--- src/rtl/pdm_mic_frontend.sv ---
// PDM front end for the 16-mic beamformer: shared PDM clock, boxcar decimation of 16 channels,
// and a buffered valid/ready PCM stream, one frame of 16 samples at a time.
//
// state     | meaning
// ST_IDLE   | output buffer empty, waiting for a frame to close
// ST_STREAM | buffer pending, presenting channel rd_idx to the beamformer
module pdm_mic_frontend #(
  parameter int CLK_DIV = 8,
  parameter int DECIM   = 64,
  localparam int OUT_W  = $clog2(DECIM) + 1
) (
  input  logic                    clk,
  input  logic                    rst,
  input  logic                    en,
  output logic                    pdm_clk,
  input  logic [7:0]              pdm_data,
  output logic                    s_valid,
  input  logic                    s_ready,
  output logic signed [OUT_W-1:0] s_data,
  output logic [3:0]              s_chan,
  output logic                    s_last,
  output logic                    overflow
);

  localparam int DIV_W  = $clog2(CLK_DIV);
  localparam int PAIR_W = $clog2(DECIM);
  localparam logic [DIV_W-1:0]  DIV_LAST  = DIV_W'(CLK_DIV - 1);
  localparam logic [DIV_W-1:0]  DIV_MID   = DIV_W'(CLK_DIV / 2 - 1);
  localparam logic [DIV_W-1:0]  DIV_HALF  = DIV_W'(CLK_DIV / 2);
  localparam logic [PAIR_W-1:0] PAIR_LAST = PAIR_W'(DECIM - 1);
  localparam logic [OUT_W-1:0]  MID_SCALE = OUT_W'(DECIM / 2);

  typedef enum logic {ST_IDLE, ST_STREAM} state_t;

  state_t                  state, state_nxt;
  logic [DIV_W-1:0]        div, div_nxt;
  logic [PAIR_W-1:0]       pair;
  logic [OUT_W-1:0]        acc     [16];
  logic [OUT_W-1:0]        acc_fin [16];
  logic signed [OUT_W-1:0] obuf    [16];
  logic [3:0]              rd_idx;
  logic                    pdm_clk_q;
  logic                    ovf_q;
  logic                    tick_mid, tick_end, close;
  logic                    fire, last_fire, load;

  always_comb begin
    tick_mid = en && (div == DIV_MID);
    tick_end = en && (div == DIV_LAST);
    close    = tick_end && (pair == PAIR_LAST);
    div_nxt  = '0;
    if (en && (div != DIV_LAST)) div_nxt = div + 1'b1;
  end

  // Final counts for a closing frame must include the left bits sampled this very cycle.
  always_comb begin
    for (int i = 0; i < 8; i++) begin
      acc_fin[2*i]   = acc[2*i] + OUT_W'(pdm_data[i]);
      acc_fin[2*i+1] = acc[2*i+1];
    end
  end

  always_ff @(posedge clk) begin
    if (rst) begin
      div       <= '0;
      pair      <= '0;
      pdm_clk_q <= 1'b0;
      for (int c = 0; c < 16; c++) acc[c] <= '0;
    end else begin
      div       <= div_nxt;
      pdm_clk_q <= en && (div_nxt < DIV_HALF);
      if (!en) begin
        pair <= '0;
        for (int c = 0; c < 16; c++) acc[c] <= '0;
      end else if (tick_mid) begin
        for (int i = 0; i < 8; i++) acc[2*i+1] <= acc[2*i+1] + OUT_W'(pdm_data[i]);
      end else if (tick_end) begin
        if (close) begin
          pair <= '0;
          for (int c = 0; c < 16; c++) acc[c] <= '0;
        end else begin
          pair <= pair + 1'b1;
          for (int i = 0; i < 8; i++) acc[2*i] <= acc_fin[2*i];
        end
      end
    end
  end

  always_ff @(posedge clk) begin
    if (rst) state <= ST_IDLE;
    else     state <= state_nxt;
  end

  // A frame closing on the same cycle channel 15 is taken sees an empty buffer.
  always_comb begin
    state_nxt = state;
    s_valid   = 1'b0;
    fire      = 1'b0;
    last_fire = 1'b0;
    load      = 1'b0;
    case (state)
      ST_IDLE: begin
        load = close;
        if (close) state_nxt = ST_STREAM;
      end
      ST_STREAM: begin
        s_valid   = 1'b1;
        fire      = s_ready;
        last_fire = s_ready && (rd_idx == 4'd15);
        load      = close && last_fire;
        if (last_fire && !close) state_nxt = ST_IDLE;
      end
      default: state_nxt = ST_IDLE;
    endcase
  end

  always_ff @(posedge clk) begin
    if (rst) begin
      rd_idx <= '0;
      ovf_q  <= 1'b0;
      for (int c = 0; c < 16; c++) obuf[c] <= '0;
    end else begin
      if (load) begin
        rd_idx <= '0;
        for (int c = 0; c < 16; c++) obuf[c] <= acc_fin[c] - MID_SCALE;
      end else if (fire) begin
        rd_idx <= rd_idx + 1'b1;
      end
      if (close && !load) ovf_q <= 1'b1;
    end
  end

  assign pdm_clk  = pdm_clk_q;
  assign s_data   = obuf[rd_idx];
  assign s_chan   = rd_idx;
  assign s_last   = s_valid && (rd_idx == 4'd15);
  assign overflow = ovf_q;

endmodule
--- config.mk ---
export PLATFORM = sky130hd
export DESIGN_NAME = pdm_mic_frontend
export DESIGN_NICKNAME = d
export VERILOG_FILES = /design/src/rtl/pdm_mic_frontend.sv
export SDC_FILE = /design/constraint.sdc
export NUM_CORES = 1
export LEC_CHECK = 0
export CORE_MARGIN = 5
export CORE_UTILIZATION = 50
export CTS_CLUSTER_DIAMETER = 120
export DETAILED_ROUTE_END_ITERATION = 10
export GPL_ROUTABILITY_DRIVEN = 1
export MAX_ROUTING_LAYER = met4
export PLACE_DENSITY = 0.78
export SLEW_MARGIN = 15
export SYNTH_ARGS = -nofsm -noshare
export SYNTH_HDL_FRONTEND = slang
export SYNTH_SLANG_ARGS = --single-unit
--- constraint.sdc ---
create_clock -name clk -period 12 [get_ports clk]
set_input_delay 3.6 -clock clk [delete_from_list [all_inputs] [get_ports clk]]
set_output_delay 3.6 -clock clk [all_outputs]
set_load 0.1 [all_outputs]
# After elaboration in Yosys (flattened, before gate mapping)
# Memories as Yosys holds them, arrays and structs flattened. A register that Yosys moved wholly into a read port is not among the register bits.
# Cells that the tools add are included.
totals:
  register_bits: 16
  mem_bits_rw: 224
  in_bits: 12
  out_inout_bits: 15
  word_cells: 228
  n_memories: 2
mem_list:
  columns: ["memory", "depth", "word_bits", "rd", "rd_ports_with_merged_regs", "wr", "line", "source"]
  rows:
  - ["acc", 16, 7, 16, 0, 16, "38", "logic [OUT_W-1:0] acc [16];"]
  - ["obuf", 16, 7, 1, 1, 16, "40", "logic signed [OUT_W-1:0] obuf [16];"]
op_classes:
  n_addsub: 35
  n_lt_le_gt_ge: 1
  eq_ne: 5
  n_mux: 97
  n_bitwise: 67
  n_reduce_logical: 15
op_table:
  columns: ["op", "count"]
  rows:
  - ["$mux W7", 64]
  - ["$add A7 B1 Y7", 16]
  - ["$sub A7 B6 Y7 const B", 16]
  - ["$or A1 B1 Y1", 64]
  - ["$mux W1", 27]
  - ["$logic_and A1 B1 Y1", 10]
  - ["$mux W4", 2]
  - ["$add A6 B1 Y6 const B", 1]
  - ["$eq A6 B6 Y1 const B", 1]
  - ["$mux W6", 1]
  - ["$add A4 B1 Y4 const B", 1]
  - ["$eq A4 B4 Y1 const B", 1]
  - ["$pmux W1 S2", 2]
  - ["$reduce_or A2 Y1", 2]
  - ["$add A3 B1 Y3 const B", 1]
  - ["$eq A3 B2 Y1 const B", 1]
  - ["$eq A3 B3 Y1 const B", 1]
  - ["$lt A3 B3 Y1 const B", 1]
  - ["$mux W3", 1]
  - ["$ne A3 B3 Y1 const B", 1]
  - ["$not A1 Y1", 3]
  - ["$logic_not A1 Y1", 2]
  - ["$reduce_and A2 Y1", 1]

# Longest topological paths before layout
depth:
  ltp_word: 11
  mapped_depth: 10
  ltp_nobuf: 6

# Least setup slack after synthesis
# Ideal clock, no wire load.
synth_path:
  path_kind: "in2reg"
  start: "input port s_ready"
  end: "memory obuf[0][0] (netlist name) (enable)"
  setup_ns: 0.614
  t_arrival_ns: 9.305
  required_time_ns: 11.386
  setup_slack_ns: 2.080
  cell_stages: 3
  path_buffers: 0
  cell_sequence: "nand4_1 and2_1 o21bai_1"
synth_lines:
  columns: ["item", "line", "source"]
  rows:
  - ["start, declared", "18", "input logic s_ready,"]
  - ["end, declared", "40", null]

==> summary.txt <==
P per Cell Area -> 146.0 mW/mm²
CP max stage delay -> 0.99 ns
Worst VDD drop -> 84.07 µV
initial antenna violation count -> 0
Mapped Nets -> 963
CTS Buf Count -> 26
synth warn -> 0
Tmin final -> 7.043 ns
initial core utilization -> 50.51%
PortBufs -> 26
reg2reg end -> obuf[2][1]$_SDFFCE_PN0P_
most common cell in the netlist -> edfxtp_1
CTS root buf -> clkbuf_16
maxcap violations -> 0
DRT antenna net count -> 0
largest net degree at the start of global routing -> 85
Primary FF master, synth -> edfxtp_1
die width -> 160.8 µm
dpl ws -> 5.376 ns
CP arrival -> 3.44 ns
Netlist cell types -> 53
WHS Endpoint -> div[0]$_SDFF_PP0_
Post-Syn Instances -> 914
setup TNS -> 0 ns
final hold violation count -> 0
top cell family by delay on the critical path -> buffers and inverters
post-layout util -> 56.89%
WP buf/inv -> 1
DR DRC count -> 0
met3 routed WL -> 1.806 mm
vias in the first global route -> 6,822
largest area contributor in the netlist -> edfxtp_1
Final Wtd Congestion -> 0.8695
slowest CP cell -> clkdlybuf4s50_1
synth top area cells -> edfxtp_1 (50%), dfxtp_1 (9.7%), mux4_2 (5.5%)
CTS tree -> yes
DRT Pass-1 Iters -> 5
CP Max Fanout -> 28
antenna cell count -> 0
Synth-to-Final Area Change -> 12.63%
Avg Inst Size Synth -> 12.44 µm²
Placed Cells -> 1,193
measured slew at the worst slew-check pin -> 1.129 ns
Min-Delay Path Depth -> 1
Final Power -> 1.869 mW
fraction of layout cells with a size suffix above 1 -> 10.24%
final setup fails -> 0
PostCTS Resize Cnt -> 0
Non-Filler Instances -> 1,242
CTS sink cnt -> 244
Yosys top cell area share -> 49.93%
Worst Hold Launch -> div[0]$_SDFF_PP0_
RSZ-0062 raised after global routing -> no
uppermost layer routed -> met4
Post-synth EDFFs -> 189
crit path launch type -> register
LEAKAGE -> 4.486 nW
clock buffer depth -> 3
drt via density -> 5.705
final wirelength -> 23.74 mm
Cell Area, Synth -> 0.01137 mm²
core area -> 0.02250 mm²
hpwl dp -> 16.12 mm
outcome -> finished clean
PnR worst setup slack -> 4.957 ns
initial drt markers -> 642
DP Area -> 0.01188 mm²
Worst setup EP type -> output port
relative slew slack -> 24.30%
fmax -> 0.1420 GHz
flip-flop and latch count after synthesis -> 244
CP Cell Sequence -> mux4_2, a22oi_1, nand2_1, clkdlybuf4s50_1
R2R cell count -> 5
Vias -> 7,086
clock-pin slew on the worst setup and hold paths -> 0.06 ns
worst r2r src -> div[0]$_SDFF_PP0_
Die Y -> 160.8 µm
WHS -> 0.4318 ns
first-pass GRT wire length -> 37.47 mm
Seq/Total Area, Yosys -> 59.62%
Post-CTS Setup Bufs -> 0
Synth top cells by count -> edfxtp_1 (189), nor2_1 (128), and2_1 (56)
Hold Path Class -> reg2reg
CTS Hold Bufs -> 0
grt total ovfl -> 0
R2R Setup Slk -> 8.69 ns
IO Pins -> 27
Final Skew -> 0.01559 ns
overall routing resource usage -> 18.61%
Worst EP required -> 8.40 ns
Final #Nets -> 986
critical path type -> reg2out
clock latency at the later pin of the worst-skew pair -> 0.52 ns
H-Tree Depth -> 1
final worst-path cycle share -> 58.69%
DIE AREA -> 0.02585 mm²
design area -> 0.01280 mm²
Met1 Routed Length -> 10.72 mm
share of flip-flops with an asynchronous set or reset after synthesis -> 0%
DR WL/cell -> 19.12 µm
filler cell count -> 1,768
num rows -> 55
DR WL met2 -> 10.81 mm
max-slew violations -> 0
[cell families after synthesis]
kind of cell	count (synthesis)	share of synthesized area (%)
simple gates	392	17.40
flops	244	59.62
compound gates	87	5.108
xor+xnor	75	5.911
buf+inv	44	1.684
fa+ha+maj	37	4.073
mux	35	6.198
[sequential cells by signal, summed over array words and instances, names as in the netlist, named ones only]
name,flops
overflow,1
obuf,112
acc,112
pair,6
div,3
s_chan,4
pdm_clk,1
state,1
[metal layers]
metal  global-route usage [%]  vias up
li1                         -     3385
met5                        -        -
met2                    28.20      246
met4                    4.149        0
met3                    3.182       31
met1                    26.68     3424
[cell usage in the layout, fill, tap and decap left out, types with 28 or more instances in the layout]
cell,Yosys,final
dfxtp_1,55,53
nand3_1,47,47
and2_1,56,56
nor2_1,128,126
edfxtp_1,189,189
nand2_1,51,51
nor2b_1,28,28
mux4_2,28,28
ha_1,37,37
xor2_1,47,47
[how the worst max path moves through the flow]
stage	slack, ns	to	startpoint	cells after the start
2_1_floorplan	2.08	obuf[0][0]$_SDFFCE_PN0P_	s_ready	3
3_3_place_gp	5.44	obuf[6][5]$_SDFFCE_PN0P_	en	4
3_5_place_dp	5.38	obuf[2][0]$_SDFFCE_PN0P_	en	4
4_1_cts	4.87	s_data[3]	register	4
5_1_grt	4.74	s_data[3]	register	4
6_report	4.96	s_data[3]	register	4
[power by group]
group          switching (mW)  internal [mW]  total [mW]
registers              0.0214          0.942       0.963
logic                  0.0486         0.0262      0.0749
clock network           0.323          0.508       0.831
total                   0.393           1.48        1.87
[cell type report]
type	instances	area, µm²	area share, %
Inverter	5	18.77	0.1466
Tap cell	285	356.6	2.786
Timing Repair Buffer	34	322.8	2.522
Clock buffer	38	767.0	5.992
Multi-Input combinational cell	626	4424	34.56
Sequential cell	244	6779	52.96
Clock inverter	10	132.6	1.036
No activity file was read; power rests on OpenSTA's default activity.
